<file path="src/rtl/enc_bin2onehot_pipe.sv">
// Registered binary-to-one-hot / thermometer encoder with valid/ready on both
// sides, a 2-entry skid buffer, per-beat range flag and saturating error count.
module enc_bin2onehot_pipe #(
  parameter int unsigned IN_W      = 4,
  parameter int unsigned OUT_W     = 15,
  parameter int unsigned THERMO    = 0,
  parameter int unsigned ERR_CNT_W = 8
) (
  input  logic                 clk,
  input  logic                 rst,
  input  logic                 in_valid,
  output logic                 in_ready,
  input  logic [IN_W-1:0]      in,
  output logic                 out_valid,
  input  logic                 out_ready,
  output logic [OUT_W-1:0]     out,
  output logic                 out_err,
  output logic [ERR_CNT_W-1:0] err_cnt,
  input  logic                 clr_err
);

  if ((OUT_W > (32'd1 << IN_W)) || (OUT_W < 2)) begin : g_param_guard
    $fatal(1, "enc_bin2onehot_pipe: OUT_W must lie in 2..2**IN_W");
  end

  logic [OUT_W-1:0]     w_vec;
  logic                 w_err;
  logic                 w_accept;
  logic                 w_main_free;

  logic [OUT_W-1:0]     r_main_vec;
  logic                 r_main_err;
  logic                 r_main_valid;
  logic [OUT_W-1:0]     r_skid_vec;
  logic                 r_skid_err;
  logic                 r_skid_valid;
  logic [ERR_CNT_W-1:0] r_err_cnt;

  always_comb begin
    w_err = (32'(in) >= OUT_W);
    w_vec = '0;
    for (int unsigned i = 0; i < OUT_W; i++) begin
      if (!w_err) begin
        w_vec[i] = (THERMO != 0) ? (i <= 32'(in)) : (i == 32'(in));
      end
    end
  end

  // in_ready comes straight from the skid flag, so no out_ready->in_ready path.
  assign in_ready    = !r_skid_valid;
  assign w_accept    = in_valid && !r_skid_valid;
  assign w_main_free = !r_main_valid || out_ready;

  always_ff @(posedge clk) begin
    if (rst) begin
      r_main_vec   <= '0;
      r_main_err   <= 1'b0;
      r_main_valid <= 1'b0;
      r_skid_vec   <= '0;
      r_skid_err   <= 1'b0;
      r_skid_valid <= 1'b0;
    end else if (w_main_free) begin
      if (r_skid_valid) begin
        r_main_vec   <= r_skid_vec;
        r_main_err   <= r_skid_err;
        r_main_valid <= 1'b1;
        r_skid_valid <= w_accept;
        if (w_accept) begin
          r_skid_vec <= w_vec;
          r_skid_err <= w_err;
        end
      end else begin
        r_main_valid <= w_accept;
        if (w_accept) begin
          r_main_vec <= w_vec;
          r_main_err <= w_err;
        end
      end
    end else if (w_accept) begin
      r_skid_vec   <= w_vec;
      r_skid_err   <= w_err;
      r_skid_valid <= 1'b1;
    end
  end

  always_ff @(posedge clk) begin
    if (rst || clr_err) begin
      r_err_cnt <= '0;
    end else if (w_accept && w_err && (r_err_cnt != '1)) begin
      r_err_cnt <= r_err_cnt + 1'b1;
    end
  end

  assign out_valid = r_main_valid;
  assign out       = r_main_vec;
  assign out_err   = r_main_err;
  assign err_cnt   = r_err_cnt;

endmodule

</file>
<file path="config.mk">
export PLATFORM = sky130hd
export DESIGN_NAME = enc_bin2onehot_pipe
export DESIGN_NICKNAME = d
export VERILOG_FILES = /design/src/rtl/enc_bin2onehot_pipe.sv
export SDC_FILE = /design/constraint.sdc
export NUM_CORES = 1
export LEC_CHECK = 0
export BUFFER_PORTS_ARGS = -buffer_cell sky130_fd_sc_hd__buf_2
export CAP_MARGIN = 20
export CORE_MARGIN = 3
export CORE_UTILIZATION = 49
export CTS_CLUSTER_SIZE = 16
export DETAILED_ROUTE_END_ITERATION = 16
export PLACE_DENSITY = 0.81
export SYNTH_ARGS = -nofsm -noshare
export SYNTH_HDL_FRONTEND = slang
export SYNTH_SLANG_ARGS = --single-unit
</file>
<file path="constraint.sdc">
create_clock -name clk -period 1.52 [get_ports clk]
set_clock_uncertainty 0.05 [all_clocks]
set_input_delay 0.152 -clock clk [delete_from_list [all_inputs] [get_ports clk]]
set_output_delay 0.152 -clock clk [all_outputs]
set_load 0.03 [all_outputs]
</file>
After elaboration in Yosys (flattened, before gate mapping) --
Cells that the tools add are included.
Cells by class: add/subtract/negate cells 1, equality and inequality tests 16, reductions and logical operators 11, magnitude comparators 1, multiplexer cells 29
Operators with widths (count):
- two-way mux 15 bit | 5
- equality test 4 bit, first input constant | 7
- two-way mux 1 bit | 24
- equality test 3 x 4 -> 1 bit, first input constant | 4
- adder 8 x 1 -> 8 bit, second input constant | 1
- equality test 2 x 4 -> 1 bit, first input constant | 2
- inequality test 8 bit, second input constant | 1
- equality test 1 x 4 -> 1 bit, first input constant | 1
- >= comparator 4 bit, second input constant | 1
- zero test 4 bit | 1
- nonzero test 2 bit | 2
- logical AND 1 bit | 3
- zero test 1 bit | 2
- logical OR 1 bit | 2
- inequality test 2 x 1 -> 1 bit, second input constant | 1
- AND reduction 2 bit | 1
Storage, ports and cells: flip-flop bits (word level) 42, word-level logic and storage cells 65, input port bits 9, output and inout bits 26

Depth between registers and ports, before layout --
Gate-level depths: netlist of the first run.
word-level depth 5, mapped depth 6, mapped depth without buffers 5

Worst setup path before layout of the first run --
OpenSTA, ideal clock, no wires.
kind register to register, start reg r_err_cnt[0], in the netlist err_cnt[0], end reg r_err_cnt[5], in the netlist err_cnt[5], stages on the path, launching flop included 6, setup slack -256 ps, arrival 1611 ps, required time 1354 ps, path buffers 0, library setup time 116 ps, period minus slack after synthesis 1776 ps, cells stage by stage dfxtp_1 > ha_1 > and4_1 > a211oi_4 > a211oi_1 > a31o_1
Between the ends: cells in the longest elaborated chain, start to end 2, elaborated cells between the ends (all ways) 3, those cells by class add/sub: 1; eq/ne: 1; reduce/logical: 1
RTL lines:
- start: declaration | RTL line 37 | logic [ERR_CNT_W-1:0] r_err_cnt;
- start signal: assignment | RTL line 90 | r_err_cnt <= r_err_cnt + 1'b1;
- branches (longest 2 deep; another with adder 8 x 1 -> 8 bit)
Several ways; the timed one is not identified. A chain may end at the register's enable or synchronous reset.

Final worst setup path of the first run --
start reg r_err_cnt[1], in the netlist err_cnt[1], end reg r_err_cnt[3], in the netlist err_cnt[3]
Same word-level chain as after synthesis.

==> summary.md, run 1 <==
| Metric | Value |
|---|---|
| Status | complete, but fails checks |
| Failing checks | setup timing |
| Clk Latency, worst-skew pair | 0.30 ns |
| Syn_nets | 244 |
| Post-layout min period | 1.52 ns |
| # diodes | 0 |
| Reg2Reg Depth | 6 |
| Clock buffer depth | 2 |
| Vias per cell | 5.51 |
| Max Freq | 656 MHz |
| Via count | 1770 |
| Total GRT Usage | 0.174 |
| Post-detail-place hpwl | 2840 um |
| Ordered list of cells on the worst path | ha_4 -> and4_4 -> buf_4 -> a2111oi_4 -> xnor2_1 -> nor2_1 |
| Nets | 282 |
| Async set-reset flop share out of synthesis | 0 |
| Final Wtd Congestion | 0.848 |
| Die X | 69.2 um |
| Post-synth EDFFs | 0 |
| WL per Instance | 12.6 um |
| Clock Sinks | 42 |
| Antenna violations before repair | 0 |
| Die Span Y | 69.2 um |
| Clock transition at path regs | 0.08 ns |
| # port buffers | 34 |
| Core Rows | 22 |
| I/O Pins | 35 |
| CP arrival | 1.67 ns |
| Drt total wl | 4060 um |
| Primary FF master, synth | dfxtp_1 |
| Post-synthesis sequential area ratio | 0.429 |
| Max VDD drop | 0.587 mV |
| DRC Markers | 0 |
| Core ar. | 3740 sq um |
| #FFs+latches synth | 42 |
| Crit-path max FO | 2 |
| Syn Inst Count | 234 |
| Post-synthesis area per instance | 8.37 sq um |
| 1st-iter DRT viols | 150 |
| Share of layout cells above drive strength 1 | 0.271 |
| Max H-tree Level | 2 |
| Fillcell total | 322 |
| First-pass GRT wire length | 6980 um |
| Worst slew pin tran | 0.349 ns |
| Synth top area share | 0.429 |
| CP Capture Type | flop |
| Commonest non-fill, non-tap cells in the layout | 39 x dfxtp_1, 34 x buf_2, 33 x a21oi_1 |
| Pwr/cell area | 975 nW/um^2 |
| Root Buffer Master | clkbuf_8 |
| RSZ-0062 raised after global routing | true |
| Slowest cell delay on critical path | 0.36 ns |
| Req. time, crit path | 1.66 ns |
| Leakage | 0.000890 uW |
| Final hold slack | 0.157 ns |
| Synth top area cells | dfxtp_1 43%, a21oi_1 8.4%, a211oi_1 6.5% |
| Worst hold path type | primary input to flop |
| DIE AREA | 4790 sq um |
| Max_slew headroom | 0.767 |
| Final-report setup violation count | 1 |
| Hold Path Cell Cnt | 3 |
| Post-synth top area cell | dfxtp_1 |
| Fin util | 0.632 |
| Area Growth Syn to Fin | 20.8% |
| Synthesized cell area | 1960 sq um |
| Critical path class | flop to flop |
| Vias in the first global route | 1558 |
| Most common cell after layout, fill and taps aside | dfxtp_1 |
| Slew Limit Fails | 0 |
| CTS Buf Count | 5 |
| Worst setup margin | -0.00485 ns |
| Routed Antenna Nets | 0 |
| Maxcap violations | 0 |
| Netlist cell types | 36 |
| Initial Util | 0.523 |
| Grt ovf | 0 |
| Maximum number of pins on one net before global-route repair | 35 |
| Pre-antenna DRT Iters | 4 |
| Critical path startpoint category | flop |
| Fin crit share | 1.00 |
| Final hold vios | 0 |
| CTS tree | yes |
| Slowest stage cell on the critical path | dfxtp_4 |
| Synth Warn # | 0 |
[synthesized netlist by cell type (all sizes together) (3+ instances only)]
master / number
a211oi: 18
a21oi: 33
and3: 6
buf: 14
clkbuf: 5
dfxtp: 42
nand2: 19
nand2b: 7
nand3: 14
nand4: 5
nor2: 31
nor2b: 3
nor3: 12
nor4: 5
or3: 4
[metal layers]
metal	routed length, um	up-vias	GRT usage	part of all wire
met2	1920	50	0.275	0.47
met3	213	5	0.0435	0.053
li1	-	909	-	-
met5	0	-	0	0
met4	35	0	0.0542	0.0086
met1	1880	806	0.233	0.46
[through the flow]
step	power (uW)	instances	instance area (sq um)	setup slack [ns]	setup TNS [ns]
5_1_grt	2420	321	2370	-0.0567	-0.211
6_report	2310	321	2370	-0.00485	-0.00485
4_1_cts	2320	321	2340	0.00253	0
2_1_floorplan	1390	234	1980	-0.0382	-0.0424
3_5_place_dp	1460	311	2220	-0.0286	-0.0286
3_3_place_gp	1460	311	2220	0.00163	0
[worst max-delay path, delay by kind of cell, from the launching register on]
family / cells / cell delay [ns]
flops: 1 / 0.36
buf+inv: 1 / 0.14
fa+ha+maj: 1 / 0.15
compound gates: 1 / 0.30
simple gates: 2 / 0.26
xor+xnor: 1 / 0.17
[registers in the layout, indices dropped and copies added (netlist names)]
name          cells
err_cnt           8
out              15
out_err           1
out_valid         1
r_skid_err        1
r_skid_valid      1
r_skid_vec       15
[final cells by class]
class | count | area, sq um | area share
well taps | 48 | 60.1 | 0.0254
repair buffers | 50 | 303 | 0.128
multi-input cells | 171 | 1040 | 0.440
inverters | 2 | 7.51 | 0.00317
clock buffers | 7 | 76.3 | 0.0322
flip-flops and latches | 42 | 850 | 0.359
clock inverters | 1 | 30.0 | 0.0127
[worst paths after layout]
kind / slack (ns) / startpoint / endpoint
max: -0.005 / err_cnt[1]$_SDFFE_PP0P_ / err_cnt[3]$_SDFFE_PP0P_
min: 0.16 / in[0] / r_skid_vec[3]$_SDFFE_PP0P_
max reg2reg: -0.005 / err_cnt[1]$_SDFFE_PP0P_ / err_cnt[3]$_SDFFE_PP0P_
min reg2reg: 0.41 / r_skid_vec[11]$_SDFFE_PP0P_ / r_skid_vec[11]$_SDFFE_PP0P_
[report_power, final]
| group | internal, uW | total [uW] | leakage, uW | switching (uW) |
|---|---|---|---|---|
| combinational | 96.2 | 298 | 0.000494 | 202 |
| clock | 492 | 865 | 0.0000524 | 373 |
| sequential | 1130 | 1150 | 0.000344 | 15.0 |
| total | 1720 | 2310 | 0.000890 | 590 |
[repair_timing]
action                     in CTS  in global routing
buffers inserted                2                  0
resized for setup               0                  5
pin swaps                       1                  0
hold buffers                    0                  0
setup endpoints to repair       1                  6
[cells by family (layout without fill, tap and decap cells)]
logic type | Yosys count | after routing | share of synthesized area
buffers and inverters | 21 | 60 | 0.0626
DFF | 42 | 42 | 0.429
xor gates and xnor gates | 2 | 2 | 0.00894
and+or+nand+nor | 111 | 111 | 0.295
muxes | 2 | 2 | 0.0102
adders and majority gates | 1 | 1 | 0.00638
AOI/OAI and AO/OA | 55 | 55 | 0.188
(Power assumes the default switching activity.)
==> run 2, diff against run 1 <==
--- a/config.mk
+++ b/config.mk
@@ -8,10 +8,10 @@
 export BUFFER_PORTS_ARGS = -buffer_cell sky130_fd_sc_hd__buf_2
 export CAP_MARGIN = 20
 export CORE_MARGIN = 3
-export CORE_UTILIZATION = 49
+export CORE_UTILIZATION = 55
 export CTS_CLUSTER_SIZE = 16
 export DETAILED_ROUTE_END_ITERATION = 16
-export PLACE_DENSITY = 0.81
+export PLACE_DENSITY = 0.86
 export SYNTH_ARGS = -nofsm -noshare
 export SYNTH_HDL_FRONTEND = slang
 export SYNTH_SLANG_ARGS = --single-unit
==> constraint.sdc (replaced) <==
create_clock -name clk -period 1.9 [get_ports clk]
set_clock_uncertainty 0.05 [all_clocks]
set_input_delay 0.19 -clock clk [delete_from_list [all_inputs] [get_ports clk]]
set_output_delay 0.19 -clock clk [all_outputs]
set_load 0.03 [all_outputs]
==> run 2 against run 1 <==
The flow now finishes without violations. Total power down 30%. Sequential cell count is the same. Wire length fell by 4.1%. Via count is 3.2% lower. Utilization grew 0.88 points. Die area is 10% lower. Clock power down 45%. Design area is 8.2% lower. Fmax shrank 14%. Non-clock buffer count down 11. Critical endpoint is now err_cnt[5]$_SDFFE_PP0P_. Highest routed layer unchanged.
==> summary.md, run 2 (synthesis gave the netlist of run 1 again) <==
| Metric | Value |
|---|---|
| Final hold vios | 0 |
| Status | finished, final reports clean |
| RSZ-0062 raised after global routing | false |
| Root Buffer Master | clkbuf_4 |
| Max Freq | 565 MHz |
| DRC Markers | 0 |
| Finished Cell Area | 2170 sq um |
| Critical path startpoint category | flop |
| Pre-antenna DRT Iters | 4 |
| Die Span Y | 65.7 um |
| Reg2Reg Depth | 5 |
| Clock Sinks | 42 |
| WL per Instance | 12.6 um |
| Crit-path max FO | 6 |
| Most common cell after layout, fill and taps aside | dfxtp_1 |
| Vias per cell | 5.56 |
| Area Growth Syn to Fin | 10.9% |
| CP arrival | 1.98 ns |
| # diodes | 0 |
| Post-layout min period | 1.77 ns |
| Die X | 65.7 um |
| Final Wtd Congestion | 0.812 |
| Max VDD drop | 0.457 mV |
| Setup bufs post-CTS | 0 |
| Metal2 WL | 1760 um |
| I/O Pins | 35 |
| Leakage | 0.000802 uW |
| Core Rows | 21 |
| CTS Buf Count | 5 |
| Wire length on met3 | 193 um |
| Post-DP Area | 2110 sq um |
| Hold Path Cell Cnt | 3 |
| Clock buffer depth | 2 |
| Setup TNS | 0 ns |
| Critical path class | flop to flop |
| Hold_buf cts | 0 |
| Met1 WL | 1860 um |
| Max H-tree Level | 2 |
| First-pass GRT wire length | 6840 um |
| Core ar. | 3390 sq um |
| DP Worst Slack | 0.147 ns |
| CP Capture Type | flop |
| Fin crit share | 0.932 |
| Clock transition at path regs | 0.13 ns |
| Max_slew headroom | 0.705 |
| Pwr/cell area | 745 nW/um^2 |
| Post-cts sizing count | 0 |
| Initial Util | 0.578 |
| Final-report setup violation count | 0 |
| Design Power | 1620 uW |
| Commonest non-fill, non-tap cells in the layout | 42 x dfxtp_1, 34 x buf_2, 33 x a21oi_1 |
| Cell Count, Final, Fillers Out | 308 |
| Worst slew pin tran | 0.443 ns |
| CTS tree | yes |
| DIE AREA | 4310 sq um |
| Req. time, crit path | 2.11 ns |
| Via count | 1713 |
| Post-detail-place hpwl | 2810 um |
| Share of layout cells above drive strength 1 | 0.214 |
| Vias in the first global route | 1529 |
| Cell total after placement | 300 |
| Total GRT Usage | 0.202 |
| Grt ovf | 0 |
| Slew Limit Fails | 0 |
| Maxcap violations | 0 |
| Routed Antenna Nets | 0 |
| Drt total wl | 3890 um |
| Nets | 271 |
| Worst hold path type | primary input to flop |
| Antenna violations before repair | 0 |
| # port buffers | 34 |
| Top Layer Used | met4 |
| 1st-iter DRT viols | 108 |
| Worst setup margin | 0.130 ns |
| Clk Latency, worst-skew pair | 0.35 ns |
| Maximum number of pins on one net before global-route repair | 35 |
-- run 2: cell count changes in the layout (fill, tap and decap cells not counted), moves of 2 or more --
cell / delta
dfxtp_4: -2
clkbuf_4: +5
clkbuf_8: -4
buf_4: -10
dfxtp_1: +3
-- run 2: worst max-delay path, stage by stage, from the launching register on --
cell,delay [ns]
dfxtp_1,0.40
ha_1,0.27
and4_1,0.28
a211oi_4,0.36
a211oi_1,0.13
a31o_1,0.19
-- run 2: metrics by stage --
step	util	hold slack [ns]
final	0.641	0.111
after global routing	0.641	0.0928
after CTS	0.641	0.102
after detailed placement	0.622	0.398
after global placement	0.622	0.392
after floorplan	-	0.321
-- run 2: worst paths after layout --
| check | slack [ns] | end | from |
|---|---|---|---|
| setup reg to reg | 0.13 | err_cnt[5]$_SDFFE_PP0P_ | err_cnt[0]$_SDFFE_PP0P_ |
| hold reg to reg | 0.41 | r_skid_vec[11]$_SDFFE_PP0P_ | r_skid_vec[11]$_SDFFE_PP0P_ |
| setup / recovery | 0.13 | err_cnt[5]$_SDFFE_PP0P_ | err_cnt[0]$_SDFFE_PP0P_ |
| hold / removal | 0.11 | r_skid_vec[3]$_SDFFE_PP0P_ | in[0] |
-- run 2: layer usage --
layer | track usage | up-vias
met5 | 0 | -
met4 | 0.0803 | 0
met3 | 0.0496 | 10
met2 | 0.314 | 41
met1 | 0.268 | 766
li1 | - | 896
-- run 2: final cells by class --
cell class / instances / area (sq um)
well taps: 46 / 57.6
repair buffers: 39 / 208
clock inverters: 1 / 8.76
multi-input cells: 171 / 996
inverters: 2 / 7.51
clock buffers: 7 / 55.1
fillers: 303 / 1220
flip-flops and latches: 42 / 841
-- run 2: report_power, final --
part / total [uW] / switching, uW / internal, uW
registers: 920 / 12.4 / 908
logic: 221 / 156 / 65.2
clock network: 478 / 292 / 187
total: 1620 / 460 / 1160
